**src/rtl/id_branch_unit.sv**
```systemverilog
// IF/ID pipeline register with decode-stage branch/jump resolution and load-use hazard detection.
// Latency: register outputs 1 cycle after fetch, all control outputs combinational; stall freezes the IF/ID register and holds fetch.
module id_branch_unit (
    input  logic        clk,
    input  logic        clrn,
    input  logic [31:0] if_pc4,
    input  logic [31:0] if_inst,
    input  logic        ex_m2reg,
    input  logic [4:0]  ex_rn,
    input  logic [31:0] rs_data,
    input  logic [31:0] rt_data,
    output logic [31:0] id_pc4,
    output logic [31:0] id_inst,
    output logic [4:0]  rs,
    output logic [4:0]  rt,
    output logic [1:0]  pcsource,
    output logic [31:0] bpc,
    output logic [31:0] jpc,
    output logic        stall
);

    localparam logic [5:0] OP_RTYPE = 6'b000000;
    localparam logic [5:0] OP_J     = 6'b000010;
    localparam logic [5:0] OP_JAL   = 6'b000011;
    localparam logic [5:0] OP_BEQ   = 6'b000100;
    localparam logic [5:0] OP_BNE   = 6'b000101;
    localparam logic [5:0] OP_SW    = 6'b101011;
    localparam logic [5:0] FUNC_JR  = 6'b001000;

    localparam logic [1:0] PCSRC_PC4 = 2'b00;
    localparam logic [1:0] PCSRC_BPC = 2'b01;
    localparam logic [1:0] PCSRC_JPC = 2'b10;

    typedef struct packed {
        logic [5:0]  op;
        logic [4:0]  rs;
        logic [4:0]  rt;
        logic [15:0] imm;
    } inst_t;

    inst_t      dec;
    logic [5:0] func;
    logic       is_beq;
    logic       is_bne;
    logic       is_jump;
    logic       is_jr;
    logic       uses_rs;
    logic       uses_rt;
    logic       ops_equal;
    logic       branch_taken;

    // Reset clears the captured instruction to a nop, which keeps stall and pcsource quiet.
    always_ff @(posedge clk or negedge clrn) begin
        if (!clrn) begin
            id_pc4  <= 32'h0;
            id_inst <= 32'h0;
        end else if (!stall) begin
            id_pc4  <= if_pc4;
            id_inst <= if_inst;
        end
    end

    assign dec  = inst_t'(id_inst);
    assign func = dec.imm[5:0];
    assign rs   = dec.rs;
    assign rt   = dec.rt;

    assign is_beq  = (dec.op == OP_BEQ);
    assign is_bne  = (dec.op == OP_BNE);
    assign is_jr   = (dec.op == OP_RTYPE) && (func == FUNC_JR);
    assign is_jump = (dec.op == OP_J) || (dec.op == OP_JAL) || is_jr;

    assign uses_rs = (dec.op != OP_J) && (dec.op != OP_JAL);
    assign uses_rt = (dec.op == OP_RTYPE) || is_beq || is_bne || (dec.op == OP_SW);

    // $0 is never a real producer, so a load targeting it cannot create a hazard.
    assign stall = ex_m2reg && (ex_rn != 5'd0) &&
                   (((ex_rn == dec.rs) && uses_rs) || ((ex_rn == dec.rt) && uses_rt));

    assign ops_equal    = (rs_data == rt_data);
    assign branch_taken = (is_beq && ops_equal) || (is_bne && !ops_equal);

    // Redirect is suppressed while stalled: the compared operands are not yet valid.
    always_comb begin
        pcsource = PCSRC_PC4;
        if (!stall) begin
            if (branch_taken)
                pcsource = PCSRC_BPC;
            else if (is_jump)
                pcsource = PCSRC_JPC;
        end
    end

    assign bpc = id_pc4 + {{14{dec.imm[15]}}, dec.imm, 2'b00};
    assign jpc = is_jr ? rs_data : {id_pc4[31:28], id_inst[25:0], 2'b00};

endmodule

```
**config.mk**
```make
export PLATFORM = sky130hd
export DESIGN_NAME = id_branch_unit
export DESIGN_NICKNAME = d
export VERILOG_FILES = /design/src/rtl/id_branch_unit.sv
export SDC_FILE = /design/constraint.sdc
export NUM_CORES = 1
export LEC_CHECK = 0
export ABC_AREA = 1
export BUFFER_PORTS_ARGS = -buffer_cell sky130_fd_sc_hd__buf_4
export CAP_MARGIN = 20
export CORE_MARGIN = 1
export CORE_UTILIZATION = 50
export CTS_CLUSTER_SIZE = 20
export DETAILED_ROUTE_END_ITERATION = 7
export PLACE_DENSITY = 0.95
export SKIP_CTS_REPAIR_TIMING = 1
export SLEW_MARGIN = 25
export SYNTH_ARGS = -nofsm -noshare
export SYNTH_HDL_FRONTEND = slang
export SYNTH_SLANG_ARGS = --single-unit
```
**constraint.sdc**
```tcl
create_clock -name clk -period 3.4 [get_ports clk]
set_input_delay 0.17 -clock clk [delete_from_list [all_inputs] [get_ports clk]]
set_output_delay 0.17 -clock clk [all_outputs]
set_load 0.03 [all_outputs]
```
==> impl_metrics.py <==
metrics = {
    "outcome": {
        "run_status": "complete, but fails checks",
        "failed_checks": "negative hold slack",
    },
    "floorplanning": {
        "placement_rows": 38,
        "initial_utilization": 0.5218,
        "num_ports": 277,
        "die_w_um": 109.1,
        "chipHeight_um": 109.1,
        "area_of_the_die_mm2": 0.01189,
        "coreArea_mm2": 0.01098,
    },
    "logic_synthesis": {
        "synthesis.instances": 928,
        "cell_taking_the_most_area_after_synthesis": "sky130_fd_sc_hd__dfrtp_1",
        "synth.top_cells.by_count": "393 x sky130_fd_sc_hd__nand2_1, 110 x sky130_fd_sc_hd__inv_1, 94 x sky130_fd_sc_hd__nand3_1, 64 x sky130_fd_sc_hd__dfrtp_1, 59 x sky130_fd_sc_hd__nor2_1",
        "syn-num-nets": 1094,
        "post-synth-top-area-fraction": 0.2795,
        "asyncSetResetFlopFracSynth": 1.000,
        "synth_flop_cell": "sky130_fd_sc_hd__dfrtp_1",
        "syn-cell-area_mm2": 0.005730,
        "synth.yosys.seq_area_share": 0.2795,
        "avgSynthCellArea_um2": 6.175,
        "post_synth_num_cell_types": 29,
        "synth-edff-count": 0,
        "ys_seq_elements": 64,
        "yosys.cell_count.top_type": "sky130_fd_sc_hd__nand2_1",
        "yosys_warnings": 0,
        "ys_top_cells_by_area": "sky130_fd_sc_hd__dfrtp_1 28%, sky130_fd_sc_hd__nand2_1 26%, sky130_fd_sc_hd__nand3_1 8.2%, sky130_fd_sc_hd__inv_1 7.2%, sky130_fd_sc_hd__ha_1 6.3%",
    },
    "grt": {
        "grt_start_max_net_pins": 65,
        "overflow": 0,
        "antenna_violations_before_repair": 0,
        "grt_pass1_wl_um": 32030,
        "track_usage": 0.3539,
        "via_count_of_the_first_global_routing_pass": 6453,
    },
    "critical_path": {
        "worst-r2r-setup-slack_ns": 1.19,
        "worstPathMaxFanout": 6,
        "timing.critical_path.cells": "ha_1 -> inv_1 -> fa_1 -> inv_1 -> nand2_1 -> o21ai_2 -> inv_1 -> o21ai_0 -> nand2_1 -> nand2_1 -> xor2_1 -> buf_4",
        "kind_of_end_point_of_the_critical_path": "output pin",
        "startpoint_type": "register",
        "crit-reg2reg-capture": "id_inst[0]$_DFFE_PN0P_",
        "worst_setup_path_endpoint": "bpc[18]",
        "critPathLaunch": "id_inst[0]$_DFFE_PN0P_",
        "worst-endpoint-arrival_ns": 2.85,
        "criticalPathCategory": "register to output pin",
        "worstReg2RegStart": "id_inst[31]$_DFFE_PN0P_",
        "max_stage_delay_ns": 0.42,
        "rr_worst_depth": 11,
        "timing.critical_path.slowest_stage_cell": "sky130_fd_sc_hd__dfrtp_1",
        "worst-endpoint-required_ns": 3.23,
    },
    "clock_network": {
        "ctsLongestPathBuffers": 2,
        "clock-sinks": 64,
        "cts.htree.levels": 3,
        "cts.reportedPaths.clkPinSlew_ns": 0.06,
        "cts_tree": "yes",
        "tritoncts.num_buffers": 9,
        "worst_skew_pair.late_latency_ns": 0.34,
        "cts_root_buffer": "sky130_fd_sc_hd__clkbuf_16",
    },
    "sta": {
        "hold_slack_ns": -0.06875,
        "fin_crit_sh": 0.8886,
        "timing.fmax_mhz": 331.0,
        "post-route-worst-setup-slack_ns": 0.3787,
        "slew-limit-headroom": 0.4348,
        "worst_pin_slew_ns": 0.8479,
        "hold_viol": 64,
        "finalSetupViolations": 0,
        "period_minus_slack_ns": 3.021,
        "worst_clock_skew_ns": 0.007072,
        "summed_negative_setup_slack_over_all_endpoints_ns": 0,
        "rsz0062_at_grt": "false",
        "final-max-slew-violation-count": 0,
    },
    "pwr": {
        "clkPwrFrac": 0.308,
        "power_leakage_nw": 4.733,
        "ir_drop_uv": 541.1,
        "p_sw_mw": 1.351,
        "intPower_mw": 2.011,
        "power_density_mw_per_mm2": 415.5,
        "sw_share": 0.4018,
        "comb_power_share": 0.426,
        "share_seq_of_total_power": 0.266,
    },
    "placed_design": {
        "place_hpwl_um": 16270,
        "dpl_worst_slack_ns": 0.7792,
        "port_buffers": 276,
        "inst_count_dp": 1310,
        "finalWeightedCongestion": 0.9357,
    },
    "drt": {
        "post_drt_via_cell_ratio": 5.255,
        "routed_wl_um": 21160,
        "detail_route.iter0.violations": 564,
        "dr_total_vias": 6968,
        "detail_routed_net_length_per_standard_cell_um": 15.96,
        "remaining_drc_errors": 0,
        "dr.pass1.iters": 5,
        "ant_nets": 0,
    },
    "finish": {
        "number_of_nets_in_the_finished_design": 1347,
        "seq_area_mm2": 0.001602,
        "area_growth_syn_to_layout_pct": 41.18,
        "antenna_cells": 0,
        "multi_input_comb_area_mm2": 0.003451,
        "fillers": 914,
        "final_non_filler_cell_total": 1326,
        "drive_gt1_frac": 0.2572,
    },
    "worst_hold_path": {
        "worst_hold_path_type": "input port to async pin",
    },
    "job": {
        "maxCapViolCount": 0,
    },
}
flip-flops by register name, indices dropped and copies added, names as in the netlist:
signal / cells
id_inst: 32
id_pc4: 32
routing by layer:
layer,routed length [µm],vias to the layer above,global-route usage,part of all wire
li1,-,3411,-,-
met1,8075,3133,0.4237,0.38
met2,10300,359,0.5934,0.49
met3,1947,65,0.09205,0.092
met4,839,0,0.1583,0.040
met5,0,-,0,0
cell usage in the layout (no fill, tap or decap), types with 9 or more instances in the layout:
master / netlist / routed
sky130_fd_sc_hd__nand2_1: 393 / 392
sky130_fd_sc_hd__xnor2_1: 22 / 22
sky130_fd_sc_hd__xor2_1: 17 / 17
sky130_fd_sc_hd__clkbuf_16: 0 / 9
sky130_fd_sc_hd__buf_4: 18 / 279
sky130_fd_sc_hd__nor2_1: 59 / 59
sky130_fd_sc_hd__dfrtp_1: 64 / 64
sky130_fd_sc_hd__nand3_1: 94 / 94
sky130_fd_sc_hd__inv_1: 110 / 109
sky130_fd_sc_hd__a21oi_1: 34 / 34
sky130_fd_sc_hd__ha_1: 29 / 29
sky130_fd_sc_hd__o21ai_0: 37 / 37
cells by family (layout without fill, tap and decap cells):
| kind of cell | count (synthesis) | after routing | synth area share |
|---|---|---|---|
| AO/OA/AOI/OAI | 77 | 77 | 0.06987 |
| XOR/XNOR | 39 | 39 | 0.05961 |
| AND/OR/NAND/NOR | 569 | 569 | 0.4055 |
| buffers and inverters | 149 | 407 | 0.1188 |
| flip-flops | 64 | 64 | 0.2795 |
| adder cells (fa/ha/maj) | 30 | 30 | 0.06681 |
stage by stage:
step           utilization  total power, mW  instance area (µm²)  hold WS, ns
3_5_place_dp        0.7064            2.319                 7759       0.3213
5_1_grt             0.7366            3.516                 8090     0.005089
6_report            0.7366            3.362                 8090     -0.06875
4_1_cts             0.7366            3.355                 8090     -0.03553
2_1_floorplan            -            1.751                 5731      -0.1256
3_3_place_gp        0.7064            2.294                 7759       0.3125
power groups by stage:
stage	Clock, mW	Combinational [mW]	Sequential, mW
2_1_floorplan	0	0.772	0.979
3_3_place_gp	0	1.39	0.902
3_5_place_dp	0	1.41	0.905
4_1_cts	1.04	1.42	0.893
5_1_grt	1.07	1.54	0.900
6_report	1.04	1.43	0.894
worst min-delay path by stage:
stage | start | to | slack (ns) | depth (start not counted)
finish | clrn | id_inst[30]$_DFFE_PN0P_ | -0.07 | 1
global route | clrn | id_inst[30]$_DFFE_PN0P_ | 0.005 | 1
CTS | clrn | id_inst[30]$_DFFE_PN0P_ | -0.04 | 1
detailed placement | clrn | id_inst[30]$_DFFE_PN0P_ | 0.32 | 1
global placement | clrn | id_inst[30]$_DFFE_PN0P_ | 0.31 | 1
floorplan | clrn | id_inst[0]$_DFFE_PN0P_ | -0.13 | 0
area by class of cell:
cell class / instances / share of cell area
Timing Repair Buffer: 280 / 0.2614
Clock buffer: 10 / 0.02954
Clock inverter: 6 / 0.01144
Multi-Input combinational cell: 715 / 0.4265
Sequential cell: 64 / 0.1980
Inverter: 111 / 0.05150
Tap cell: 140 / 0.02165
critical path, delay by kind of cell (launching register included):
family | cells | cell delay [ns]
xor+xnor | 1 | 0.18
buf+inv | 4 | 0.40
simple gates | 3 | 0.24
compound gates | 2 | 0.64
flops | 1 | 0.42
fa+ha+maj | 2 | 0.61
No activity file was read; power rests on OpenSTA's default activity.
